--- src/rtl/instr_stream_encoder_pkg.sv ---
// Shared constants for the instruction stream encoder: MIPS opcodes used by the
// control decoder, request kind codes and the loader state encoding.
package instr_stream_encoder_pkg;

    localparam logic [5:0] OP_RTYPE = 6'h00;
    localparam logic [5:0] OP_ORI   = 6'h0D;
    localparam logic [5:0] OP_LW    = 6'h23;
    localparam logic [5:0] OP_SW    = 6'h2B;
    localparam logic [5:0] OP_BEQ   = 6'h04;
    localparam logic [5:0] OP_J     = 6'h02;

    localparam logic [2:0] KIND_RTYPE = 3'd0;
    localparam logic [2:0] KIND_ORI   = 3'd1;
    localparam logic [2:0] KIND_LW    = 3'd2;
    localparam logic [2:0] KIND_SW    = 3'd3;
    localparam logic [2:0] KIND_BEQ   = 3'd4;
    localparam logic [2:0] KIND_J     = 3'd5;

    typedef enum logic [1:0] {
        ST_IDLE = 2'd0,
        ST_LOAD = 2'd1,
        ST_FULL = 2'd2
    } enc_state_e;

endpackage

--- src/rtl/instr_stream_encoder_pack.sv ---
// Combinational field packer: maps a request kind plus raw fields to a 32-bit
// MIPS word. Kinds 6/7 produce a zero word and raise the illegal flag.
module instr_field_pack
    import instr_stream_encoder_pkg::*;
(
    input  logic [2:0]  kind_i,
    input  logic [4:0]  rs_i,
    input  logic [4:0]  rt_i,
    input  logic [4:0]  rd_i,
    input  logic [4:0]  shamt_i,
    input  logic [5:0]  funct_i,
    input  logic [15:0] imm_i,
    input  logic [25:0] target_i,
    output logic [31:0] word_o,
    output logic        illegal_o
);

    // Opcode selection and field placement; immediates pass through unextended
    always_comb begin
        word_o    = 32'h0000_0000;
        illegal_o = 1'b0;
        case (kind_i)
            KIND_RTYPE: word_o = {OP_RTYPE, rs_i, rt_i, rd_i, shamt_i, funct_i};
            KIND_ORI:   word_o = {OP_ORI, rs_i, rt_i, imm_i};
            KIND_LW:    word_o = {OP_LW, rs_i, rt_i, imm_i};
            KIND_SW:    word_o = {OP_SW, rs_i, rt_i, imm_i};
            KIND_BEQ:   word_o = {OP_BEQ, rs_i, rt_i, imm_i};
            KIND_J:     word_o = {OP_J, target_i};
            default: begin
                word_o    = 32'h0000_0000;
                illegal_o = 1'b1;
            end
        endcase
    end

endmodule

--- src/rtl/instr_stream_encoder.sv ---
// Instruction stream encoder: accepts handshaked requests and writes encoded words
// sequentially into instruction memory. Optional ENC_ILLEGAL_CHECK_EN drops kinds 6/7.
module instr_stream_encoder
    import instr_stream_encoder_pkg::*;
#(
    parameter int DEPTH  = 256,
    parameter int ADDR_W = 8
) (
    input  logic              clk_i,
    input  logic              rst_n_i,
    input  logic              start_i,
    input  logic              done_i,
    input  logic              valid_i,
    output logic              ready_o,
    input  logic [2:0]        kind_i,
    input  logic [4:0]        rs_i,
    input  logic [4:0]        rt_i,
    input  logic [4:0]        rd_i,
    input  logic [4:0]        shamt_i,
    input  logic [5:0]        funct_i,
    input  logic [15:0]       imm_i,
    input  logic [25:0]       target_i,
    output logic              imem_we_o,
    output logic [ADDR_W+1:0] imem_addr_o,
    output logic [31:0]       imem_data_o,
    output logic [ADDR_W:0]   count_o,
    output logic              busy_o,
    output logic              full_o,
    output logic              err_o
);

    localparam logic [ADDR_W-1:0] IDX_ONE  = ADDR_W'(1);
    localparam logic [ADDR_W:0]   CNT_ONE  = (ADDR_W+1)'(1);
    localparam logic [ADDR_W:0]   CNT_LAST = (ADDR_W+1)'(DEPTH - 1);

    enc_state_e        state_q;
    logic [ADDR_W-1:0] index_q;
    logic [ADDR_W:0]   count_q;
    logic              we_q;
    logic [ADDR_W+1:0] addr_q;
    logic [31:0]       data_q;

    logic [31:0]       word_s;
    logic [31:0]       data_d;
    logic              illegal_s;
    logic              accept_s;
    logic              write_s;
    logic              fill_s;

    instr_field_pack u_pack (
        .kind_i    (kind_i),
        .rs_i      (rs_i),
        .rt_i      (rt_i),
        .rd_i      (rd_i),
        .shamt_i   (shamt_i),
        .funct_i   (funct_i),
        .imm_i     (imm_i),
        .target_i  (target_i),
        .word_o    (word_s),
        .illegal_o (illegal_s)
    );

    assign accept_s = valid_i && (state_q == ST_LOAD);
    assign fill_s   = write_s && (count_q == CNT_LAST);

`ifdef ENC_ILLEGAL_CHECK_EN
    logic err_q;

    assign write_s = accept_s && !illegal_s;
    assign data_d  = word_s;
    assign err_o   = err_q;

    // Sticky illegal-kind flag, cleared on every entry into LOAD
    always_ff @(posedge clk_i or negedge rst_n_i) begin
        if (!rst_n_i) begin
            err_q <= 1'b0;
        end else if (((state_q == ST_IDLE) && start_i) ||
                     ((state_q == ST_FULL) && start_i && !done_i)) begin
            err_q <= 1'b0;
        end else if (accept_s && illegal_s) begin
            err_q <= 1'b1;
        end else begin
            err_q <= err_q;
        end
    end
`else
    // Illegal kinds are written as a NOP word
    assign write_s = accept_s;
    assign data_d  = illegal_s ? 32'h0000_0000 : word_s;
    assign err_o   = 1'b0;
`endif

    // Loader FSM with counters and the registered write port
    always_ff @(posedge clk_i or negedge rst_n_i) begin
        if (!rst_n_i) begin
            state_q <= ST_IDLE;
            index_q <= {ADDR_W{1'b0}};
            count_q <= {(ADDR_W+1){1'b0}};
            we_q    <= 1'b0;
            addr_q  <= {(ADDR_W+2){1'b0}};
            data_q  <= 32'h0000_0000;
        end else begin
            we_q <= 1'b0;
            case (state_q)
                ST_IDLE: begin
                    if (start_i) begin
                        state_q <= ST_LOAD;
                        index_q <= {ADDR_W{1'b0}};
                        count_q <= {(ADDR_W+1){1'b0}};
                    end else begin
                        state_q <= ST_IDLE;
                    end
                end
                ST_LOAD: begin
                    if (write_s) begin
                        we_q    <= 1'b1;
                        addr_q  <= {index_q, 2'b00};
                        data_q  <= data_d;
                        index_q <= index_q + IDX_ONE;
                        count_q <= count_q + CNT_ONE;
                    end else begin
                        we_q <= 1'b0;
                    end
                    // done outranks the filling beat
                    if (done_i) begin
                        state_q <= ST_IDLE;
                    end else if (fill_s) begin
                        state_q <= ST_FULL;
                    end else begin
                        state_q <= ST_LOAD;
                    end
                end
                ST_FULL: begin
                    if (done_i) begin
                        state_q <= ST_IDLE;
                    end else if (start_i) begin
                        state_q <= ST_LOAD;
                        index_q <= {ADDR_W{1'b0}};
                        count_q <= {(ADDR_W+1){1'b0}};
                    end else begin
                        state_q <= ST_FULL;
                    end
                end
                default: begin
                    state_q <= ST_IDLE;
                end
            endcase
        end
    end

    assign ready_o     = (state_q == ST_LOAD);
    assign busy_o      = (state_q != ST_IDLE);
    assign full_o      = (state_q == ST_FULL);
    assign imem_we_o   = we_q;
    assign imem_addr_o = addr_q;
    assign imem_data_o = data_q;
    assign count_o     = count_q;

endmodule

--- config.mk ---
export PLATFORM = sky130hd
export DESIGN_NAME = instr_stream_encoder
export DESIGN_NICKNAME = d
export VERILOG_FILES = /design/src/rtl/instr_stream_encoder_pkg.sv /design/src/rtl/instr_stream_encoder_pack.sv /design/src/rtl/instr_stream_encoder.sv
export SDC_FILE = /design/constraint.sdc
export NUM_CORES = 1
export LEC_CHECK = 0
export ABC_CLOCK_PERIOD_IN_PS = 2300
export BUFFER_PORTS_ARGS = -buffer_cell sky130_fd_sc_hd__buf_4
export CORE_ASPECT_RATIO = 2
export CORE_MARGIN = 2
export CORE_UTILIZATION = 43
export DETAILED_ROUTE_END_ITERATION = 12
export GPL_TIMING_DRIVEN = 1
export PLACE_DENSITY = 0.71
export SETUP_SLACK_MARGIN = 0.1
export SLEW_MARGIN = 20
export SYNTH_ARGS = -nofsm -noshare
export SYNTH_HDL_FRONTEND = slang
export SYNTH_HIERARCHICAL = 1
export SYNTH_SLANG_ARGS = --single-unit
--- constraint.sdc ---
create_clock -name clk_i -period 2.3 [get_ports clk_i]
set_clock_uncertainty 0.15 [all_clocks]
set_input_delay 0.575 -clock clk_i [delete_from_list [all_inputs] [get_ports clk_i]]
set_output_delay 0.575 -clock clk_i [all_outputs]
set_load 0.005 [all_outputs]
==> impl_metrics.py, run 1 <==
metrics = {
    "outcome": {
        "status": "completed",
    },
    "layout": {
        "layout-drive-gt1-share_pct": 32.8,
        "sequential_area_um2": 1500,
        "finalNetCount": 604,
        "fillCellCount": 728,
        "layoutNonFillerInstCount": 626,
        "antenna-diode-count": 0,
        "multi_input_comb_area_um2": 1760,
        "layout_area_overhead_pct": 36.1,
        "finish.utilization_pct": 60.3,
    },
    "sta": {
        "maxSlewViolCount": 0,
        "finalHoldViolations": 0,
        "finalCriticalPeriod_ns": 2.12,
        "timing_worst_slew_pin_value_ns": 0.754,
        "layout_worst_path_cycle_share_pct": 92.0,
        "clock.fmax_ghz": 0.473,
        "setup_repair_after_global_routing_missed_its_margin": "false",
        "setup-violations-final": 0,
        "relSlewSlack_pct": 49.8,
    },
    "synthesis": {
        "yosysMostFrequentCell": "sky130_fd_sc_hd__nand2_1",
        "netlist_area_um2": 3500,
        "yosys.area.top_type": "sky130_fd_sc_hd__dfrtp_1",
        "ys.warnings.count": 6,
        "synthDominantCellAreaShare_pct": 42.9,
        "most_frequent_cells_after_synthesis": "98 x sky130_fd_sc_hd__nand2_1, 60 x sky130_fd_sc_hd__dfrtp_1, 58 x sky130_fd_sc_hd__o21ai_0",
        "synthArstFlopShare_pct": 100,
        "yosys_register_bits": 60,
        "synth-edff-count": 0,
        "synth.yosys.seq_area_share_pct": 42.9,
        "synth.top_cells.by_area": "sky130_fd_sc_hd__dfrtp_1 43%, sky130_fd_sc_hd__nand2_1 11%, sky130_fd_sc_hd__o21ai_0 8.3%",
        "syn_inst": 410,
        "yosysUniqueCellTypes": 41,
        "dominantRegCellSynth": "sky130_fd_sc_hd__dfrtp_1",
        "syn_avg_cell_area_um2": 8.53,
    },
    "min_path": {
        "min-delay-path-class": "input port to asynchronous set/reset pin",
    },
    "power": {
        "power_density_nw_per_um2": 809,
        "leakagePower_nw": 2.33,
        "worst_ir_drop_vdd_uv": 507,
    },
    "die": {
        "design.core.area_um2": 7890,
        "fp.dieH_um": 132,
        "floorplan.die_area_um2": 8910,
        "placementRows": 46,
        "floorplan.initialDensity_pct": 44.3,
        "number_of_i_o_pins": 132,
        "chipWidth_um": 67.8,
    },
    "clock_network": {
        "clkSinkCount": 60,
        "postCtsSetupBuffers": 0,
        "cts_resized": 0,
        "cts_made_buffers": 9,
        "depth_of_the_cts_h_tree": 3,
        "insertion_delay_ns": 0.33,
        "longest_clk_path_bufs": 2,
        "path_clk_slew_ns": 0.05,
        "cts_tree": "done",
        "holdBufCountCts": 0,
        "clk_root_buffer_cell": "sky130_fd_sc_hd__clkbuf_16",
    },
    "detailed_routing": {
        "route.detailed.wl_per_inst_um": 14.8,
        "dr.first_iter.drc_count": 247,
        "drt-pass1-iter-count": 5,
        "viasPerCell": 5.25,
        "num_vias": 3287,
        "drtAntennaViolNets": 0,
        "totalWireLength_um": 9240,
        "drc_errors": 0,
    },
    "setup_path": {
        "worst_path_dominant_cell_family": "flip-flops",
        "worstSetupEndpointType": "output port",
        "crit_path_cell_trace": "inv_1 -> nor2_1 -> buf_4",
        "critPathKind": "register to output port",
        "timing.critical_path.slowest_cell_delay_ns": 0.49,
        "regToRegSetupSlack_ns": 0.37,
        "crit_buf_inv": 2,
        "worst_ep_required_time_ns": 1.57,
        "cp.depth": 3,
        "critPathLaunchType": "register",
        "path_max_fanout": 9,
        "worst_ep_arrival_time_ns": 1.39,
        "timing.reg2reg.worst_path_depth": 5,
        "crit_slowest_cell": "sky130_fd_sc_hd__dfrtp_1",
    },
    "placement": {
        "place.detailed.hpwl_um": 6860,
        "numPlacedInstances": 610,
        "portbufs": 128,
        "routability_congestion_estimate_from_global_placement": 0.792,
    },
    "global_route": {
        "grt_antenna_before_repair": 0,
        "global_route_wire_length_before_repair_um": 14700,
        "global_route.usage.total_pct": 21.5,
        "grt_overflow": 0,
        "grt_max_degree": 61,
        "number_of_global_route_vias_before_repair": 3197,
    },
    "job": {
        "maxCapViolCount": 0,
    },
}
## metal layers
metal	up-vias	track usage [%]	part of all wire, %
met5	-	0	0
met4	0	10.9	2.9
met3	19	3.17	4.8
met2	108	37.6	56
met1	1551	23.9	36
li1	1609	-	-
## cells by family after synthesis
family,count (synthesis),share of synthesized area (%)
buffers and inverters,42,6.87
AOI/OAI and AO/OA,90,15.0
other,2,0.215
DFF,60,42.9
xor gates and xnor gates,6,1.50
adders and majority gates,3,1.07
muxes,18,5.76
and+or+nand+nor,189,26.7
## flip-flops by register name (all words and copies together) (netlist names)
register and flops:
imem_data_o 32, count_o 9, imem_we_o 1, imem_addr_o 8
state_q 2, index_q 8
## worst reg2reg max path, cell delays in order, from the launching register on
cell                        delay [ns]
sky130_fd_sc_hd__dfrtp_1          0.47
sky130_fd_sc_hd__and2b_2          0.29
sky130_fd_sc_hd__a2bb2oi_2        0.06
sky130_fd_sc_hd__buf_4            0.20
sky130_fd_sc_hd__or4_1            0.52
sky130_fd_sc_hd__a21oi_1          0.16
## final timing paths
check,from,endpoint
max,state_q[0],ready_o
min,rst_n_i,count_o[4]
max reg2reg,state_q[0],index_q[7]
min reg2reg,imem_addr_o[4],imem_addr_o[4]
max in group asynchronous,rst_n_i,imem_addr_o[5]
min in group clk_i,done_i,state_q[1]
## placed cells by master, fill, tap and decap left out, types with 2 or more instances in the layout
master and instances:
sky130_fd_sc_hd__buf_4 137, sky130_fd_sc_hd__nand2_1 98, sky130_fd_sc_hd__dfrtp_1 60, sky130_fd_sc_hd__o21ai_0 58, sky130_fd_sc_hd__nand2b_1 33, sky130_fd_sc_hd__nand3b_1 17
sky130_fd_sc_hd__mux2_2 17, sky130_fd_sc_hd__a22oi_1 16, sky130_fd_sc_hd__nor2_1 11, sky130_fd_sc_hd__clkbuf_16 9, sky130_fd_sc_hd__inv_1 7, sky130_fd_sc_hd__a21oi_1 6
sky130_fd_sc_hd__nand3_1 6, sky130_fd_sc_hd__nand4_1 4, sky130_fd_sc_hd__or4_1 4, sky130_fd_sc_hd__conb_1 4, sky130_fd_sc_hd__nor2b_1 3, sky130_fd_sc_hd__and2_1 3
sky130_fd_sc_hd__xnor2_1 3, sky130_fd_sc_hd__xor2_1 3, sky130_fd_sc_hd__or3_1 3, sky130_fd_sc_hd__ha_1 3, sky130_fd_sc_hd__clkinv_2 3, sky130_fd_sc_hd__o31ai_1 2
sky130_fd_sc_hd__bufinv_16 2
## area by class of cell
cell class	count	area share [%]
multi-input combinational	310	37.1
sequential	60	31.6
tap	96	2.52
clock inverter	5	1.58
inverter	7	0.552
timing repair buffer	137	21.6
clock buffer	11	5.10
## report_power, final
part | internal (mW) | switching [mW]
clock network | 0.970 | 0.455
logic | 0.509 | 0.450
registers | 1.28 | 0.188
## stage by stage
step                setup WS, ns  setup TNS (ns)  power [mW]  hold slack [ns]  area, µm²
floorplan                  0.550               0        1.89            0.129       3500
global placement          0.0393               0        2.42            0.311       4440
detailed placement       -0.0221         -0.0522        2.45            0.315       4440
CTS                        0.182               0        3.88            0.191       4760
global route               0.117               0        4.06            0.233       4760
finish                     0.184               0        3.85            0.153       4760
Power figures use the tool's default switching activity.
==> inputs of run 2 (changes only) <==
- CORE_UTILIZATION: 43 -> 50
- PLACE_DENSITY: 0.71 -> 0.81
==> run 2 against run 1 <==
Die area shrank 13%; total power fell by 3.2%; clock-buffer cell count shrank 1; worst hold slack got worse by 0.12 ns; critical endpoint unchanged; register-to-register slack about the same.
==> impl_metrics.py, run 2 (synthesis gave the netlist of run 1 again) <==
metrics = {
    "outcome": {
        "status": "completed",
    },
    "sta": {
        "setup-violations-final": 0,
        "maxSlewViolCount": 0,
        "finalCriticalPeriod_ns": 2.03,
        "relSlewSlack_pct": 55.8,
        "finalHoldViolations": 0,
        "layout_worst_path_cycle_share_pct": 88.3,
        "timing_worst_slew_pin_value_ns": 0.660,
        "timing.hold.ws_ns": 0.0371,
        "clock.fmax_ghz": 0.492,
        "setup_repair_after_global_routing_missed_its_margin": "false",
    },
    "detailed_routing": {
        "drc_errors": 0,
        "totalWireLength_um": 8690,
        "dr.first_iter.drc_count": 243,
        "route.detailed.wl_per_inst_um": 13.9,
        "drtAntennaViolNets": 0,
        "num_vias": 3301,
        "viasPerCell": 5.29,
        "drt-pass1-iter-count": 4,
    },
    "die": {
        "design.core.area_um2": 6830,
        "chipWidth_um": 63.1,
        "floorplan.die_area_um2": 7720,
        "placementRows": 43,
        "fp.dieH_um": 122,
        "number_of_i_o_pins": 132,
        "floorplan.initialDensity_pct": 51.2,
    },
    "job": {
        "maxCapViolCount": 0,
    },
    "clock_network": {
        "depth_of_the_cts_h_tree": 3,
        "clk_root_buffer_cell": "sky130_fd_sc_hd__clkbuf_16",
        "path_clk_slew_ns": 0.05,
        "postCtsSetupBuffers": 0,
        "clkSinkCount": 60,
        "cts_made_buffers": 9,
        "cts_tree": "done",
        "longest_clk_path_bufs": 2,
        "insertion_delay_ns": 0.32,
    },
    "power": {
        "leakagePower_nw": 2.35,
        "power.net_switching_mw": 1.07,
        "internal_power_mw": 2.66,
        "share_seq_of_total_power_pct": 39.1,
        "power_density_nw_per_um2": 778,
        "report.power.total_mw": 3.73,
        "pwr-share-clk_pct": 34.9,
        "power.switching_fraction_pct": 28.7,
        "share_comb_of_total_power_pct": 26.0,
        "worst_ir_drop_vdd_uv": 385,
    },
    "layout": {
        "max_reg_flops": 32,
        "finalNetCount": 609,
        "sequential_area_um2": 1500,
        "multi_input_comb_area_um2": 1770,
        "final_cell_mix": "140 x sky130_fd_sc_hd__buf_4, 98 x sky130_fd_sc_hd__nand2_1, 60 x sky130_fd_sc_hd__dfrtp_1",
        "fillCellCount": 567,
        "stdcell_area_um2": 4790,
        "finish.utilization_pct": 70.1,
        "layout.cells.most_common": "sky130_fd_sc_hd__buf_4",
        "layout_area_overhead_pct": 37.0,
        "antenna-diode-count": 0,
        "layout-drive-gt1-share_pct": 33.7,
    },
    "placement": {
        "routability_congestion_estimate_from_global_placement": 0.805,
        "placed_area_um2": 4490,
        "portbufs": 128,
        "place.detailed.hpwl_um": 6200,
    },
    "setup_path": {
        "crit_start": "state_q[0]",
        "path_max_fanout": 9,
        "timing.reg2reg.worst_path_depth": 5,
        "regToRegStartpoint": "state_q[0]",
        "worstSetupEndpointType": "output port",
        "critPathLaunchType": "register",
        "critPathKind": "register to output port",
        "worst_ep_arrival_time_ns": 1.31,
        "worst_ep_required_time_ns": 1.57,
    },
    "min_path": {
        "min-delay-path-class": "input port to asynchronous set/reset pin",
    },
    "global_route": {
        "grt_overflow": 0,
        "global_route_wire_length_before_repair_um": 14500,
        "number_of_global_route_vias_before_repair": 3111,
        "grt_max_degree": 50,
        "global_route.usage.total_pct": 23.7,
        "grt_antenna_before_repair": 0,
    },
}
[run 2: power by group through the flow]
stage | Combinational [mW] | Clock [mW] | Sequential (mW)
after floorplan | 0.448 | 0 | 1.45
after global placement | 0.951 | 0 | 1.46
after detailed placement | 0.970 | 0 | 1.47
after CTS | 0.979 | 1.32 | 1.46
after global routing | 1.09 | 1.37 | 1.49
final | 0.968 | 1.30 | 1.46
[run 2: worst paths after layout]
path                              endpoint  slack (ns)
max                                ready_o        0.27
min reg2reg                 imem_addr_o[4]        0.32
max reg2reg                     index_q[7]        0.36
max in group asynchronous  imem_data_o[31]        1.46
min in group clk_i              state_q[1]        0.30
min                        imem_data_o[18]        0.04
[run 2: worst max-delay path: stages, from the launching register on]
cell                      delay, ns
sky130_fd_sc_hd__dfrtp_1       0.51
sky130_fd_sc_hd__inv_1         0.11
sky130_fd_sc_hd__nor2_2        0.21
sky130_fd_sc_hd__buf_4         0.16
[run 2: timing repair]
action	in CTS	in global routing
setup endpoints to repair	0	1
gates resized for setup	0	1
hold buffers	0	0
hold endpoints to repair	0	0
[run 2: layer usage]
metal	GRT usage, %	routed length, µm	up-vias
li1	-	-	1617
met1	30.8	3710	1541
met2	37.1	4130	129
met3	7.52	713	14
met4	8.61	129	0
met5	0	0	-
[run 2: metrics by stage]
| step | worst slack (ns) | cells | TNS (ns) |
|---|---|---|---|
| floorplan | 0.550 | 412 | 0 |
| global placement | -0.0233 | 609 | -0.0233 |
| detailed placement | -0.0398 | 609 | -0.0551 |
| CTS | 0.186 | 624 | 0 |
| global route | 0.190 | 624 | 0 |
| finish | 0.269 | 624 | 0 |
[run 2: cell type report]
class / count / area share, %
Multi-Input combinational cell: 310 / 36.9
Inverter: 7 / 0.549
Clock buffer: 10 / 4.99
Timing Repair Buffer: 142 / 22.8
Sequential cell: 60 / 31.3
Tap cell: 90 / 2.35
Clock inverter: 5 / 1.10
==> inputs of run 3 (changes only) <==
==> constraint.sdc (replaced) <==
create_clock -name clk_i -period 2.3 [get_ports clk_i]
set_clock_uncertainty 0.15 [all_clocks]
set_input_delay 0.115 -clock clk_i [delete_from_list [all_inputs] [get_ports clk_i]]
set_output_delay 0.115 -clock clk_i [all_outputs]
set_load 0.005 [all_outputs]
==> run 3 against run 2 <==
Setup slack got worse by 0.059 ns; clock power rose by 3%; wire length fell by 1.6%; die area did not move; largest cell class unchanged; first-iteration DRC count increased by 12%.
==> impl_metrics.py, run 3 (synthesis gave the netlist of run 1 again) <==
metrics = {
    "placement": {
        "portbufs": 128,
        "place.detailed.hpwl_um": 5970,
        "routability_congestion_estimate_from_global_placement": 0.749,
        "pre_cts_slack_ns": 0.344,
    },
    "min_path": {
        "min-delay-path-class": "input port to register",
        "min_path_cells": 5,
    },
    "detailed_routing": {
        "totalWireLength_um": 8550,
        "route.detailed.wl_per_inst_um": 13.7,
        "drt-pass1-iter-count": 5,
        "num_vias": 3248,
        "routed.top_layer": "met4",
        "route.layer.met1.wl_um": 3610,
        "dr.first_iter.drc_count": 271,
        "drtAntennaViolNets": 0,
        "met3_wirelength_um": 785,
        "detailroute.wirelength.met2_um": 4020,
        "drc_errors": 0,
        "viasPerCell": 5.19,
    },
    "power": {
        "internal_power_mw": 2.64,
        "power_density_nw_per_um2": 781,
        "power.net_switching_mw": 1.11,
        "power.switching_fraction_pct": 29.7,
        "share_seq_of_total_power_pct": 38.8,
        "share_comb_of_total_power_pct": 25.5,
        "leakagePower_nw": 2.34,
        "report.power.total_mw": 3.75,
        "worst_ir_drop_vdd_uv": 390,
        "pwr-share-clk_pct": 35.8,
    },
    "die": {
        "chipWidth_um": 63.1,
        "fp.dieH_um": 122,
        "placementRows": 43,
        "floorplan.die_area_um2": 7720,
        "design.core.area_um2": 6830,
        "floorplan.initialDensity_pct": 51.2,
        "number_of_i_o_pins": 132,
    },
    "clock_network": {
        "longest_clk_path_bufs": 2,
        "depth_of_the_cts_h_tree": 3,
        "cts_tree": "done",
        "insertion_delay_ns": 0.33,
        "clk_root_buffer_cell": "sky130_fd_sc_hd__clkbuf_16",
        "clkSinkCount": 60,
        "cts_made_buffers": 9,
        "path_clk_slew_ns": 0.06,
    },
    "sta": {
        "relSlewSlack_pct": 50.3,
        "layout_worst_path_cycle_share_pct": 90.9,
        "finalCriticalPeriod_ns": 2.09,
        "final_critical_path_setup_slack_ns": 0.210,
        "timing.setup.tns_ns": 0,
        "setup-violations-final": 0,
        "setup_repair_after_global_routing_missed_its_margin": "false",
        "finalHoldViolations": 0,
        "clock.fmax_ghz": 0.478,
        "timing_worst_slew_pin_value_ns": 0.746,
        "maxSlewViolCount": 0,
    },
    "setup_path": {
        "cp.depth": 7,
        "crit_buf_inv": 1,
        "worst_ep_arrival_time_ns": 2.15,
        "worst_ep_required_time_ns": 2.36,
        "critPathLaunchType": "register",
        "timing.critical_path.slowest_cell_delay_ns": 0.56,
        "path_max_fanout": 4,
        "worstSetupEndpointType": "register",
        "timing.critical_path.mode_cell": "sky130_fd_sc_hd__nor2_1",
        "worst_path_dominant_cell_family": "buffers and inverters",
        "crit_slowest_cell": "sky130_fd_sc_hd__dlygate4sd3_1",
        "critPathKind": "register to register",
        "timing.reg2reg.worst_path_depth": 7,
        "crit_path_cell_trace": "and2_4 -> nand4_1 -> nor2_1 -> ha_1 -> a32oi_1 -> nor2_1 -> dlygate4sd3_1",
    },
    "layout": {
        "fillCellCount": 565,
        "antenna-diode-count": 0,
        "finalNetCount": 610,
        "layout_area_overhead_pct": 37.3,
        "final_cell_mix": "138 x sky130_fd_sc_hd__buf_4, 98 x sky130_fd_sc_hd__nand2_1, 58 x sky130_fd_sc_hd__o21ai_0, 58 x sky130_fd_sc_hd__dfrtp_1, 33 x sky130_fd_sc_hd__nand2b_1",
        "layout.cells.most_common": "sky130_fd_sc_hd__buf_4",
        "multi_input_comb_area_um2": 1770,
        "layout-drive-gt1-share_pct": 33.6,
        "sequential_area_um2": 1500,
        "max_reg_flops": 32,
    },
    "global_route": {
        "number_of_global_route_vias_before_repair": 3055,
        "grt_overflow": 0,
        "global_route_wire_length_before_repair_um": 14300,
        "grt_max_degree": 61,
        "grt_antenna_before_repair": 0,
        "global_route.usage.total_pct": 23.5,
    },
    "outcome": {
        "status": "completed",
    },
    "job": {
        "maxCapViolCount": 0,
    },
}
run 3: changes by cell type in the layout (fill, tap and decap cells not counted), sizes merged:
cell         before  now
inv               7    8
buf             142  138
clkbuf           10    9
clkinvlp          1    2
dlygate4sd3       0    5
run 3: path summary, 6_finish.rpt:
kind	start	to	slack (ns)
setup / recovery	count_o[2]	state_q[1]	0.21
hold / removal	shamt_i[1]	imem_data_o[7]	0.008
setup reg to reg	count_o[2]	state_q[1]	0.21
hold reg to reg	imem_addr_o[8]	imem_addr_o[8]	0.32
max in group asynchronous	rst_n_i	count_o[0]	1.21
min in group asynchronous	rst_n_i	imem_data_o[31]	0.26
run 3: through the flow:
step           instances  hold WS, ns  utilization, %  area, µm²
2_1_floorplan        412       -0.331               -       3500
3_3_place_gp         601       0.0835            64.5       4410
3_5_place_dp         601       0.0807            64.5       4410
4_1_cts              622      0.00272            69.7       4760
5_1_grt              626       0.0230            70.2       4800
6_report             626      0.00849            70.2       4800
run 3: cell type report:
class | count | share of cell area [%]
multi-input cells | 310 | 36.9
flip-flops and latches | 60 | 31.3
repair buffers | 143 | 22.6
clock buffers | 9 | 4.69
well taps | 90 | 2.35
clock inverters | 7 | 1.59
inverters | 7 | 0.547
run 3: power groups by stage:
stage                     clock network, mW  registers, mW  logic, mW
after floorplan                           0           1.45      0.448
after global placement                    0           1.46      0.926
after detailed placement                  0           1.47      0.945
after CTS                              1.36           1.45      0.954
after global routing                   1.41           1.49       1.07
final                                  1.34           1.45      0.956
run 3: routing by layer:
metal  vias up  GRT usage [%]
met5         -              0
met4         0           10.1
met3        11           8.71
met2       123           34.9
met1      1492           30.8
li1       1622              -
run 3: what timing repair did:
item	4_1_cts	5_1_grt
endpoints found under the setup margin	0	1
gates resized for setup	0	4
hold buffers	5	0
hold endpoints to repair	63	0
setup buffers	0	4
run 3: worst min-delay path: cells and delay by family:
| kind | cells | cell delay [ns] |
|---|---|---|
| simple gates | 3 | 0.15 |
| buf+inv | 1 | 0.11 |
| compound gates | 1 | 0.06 |
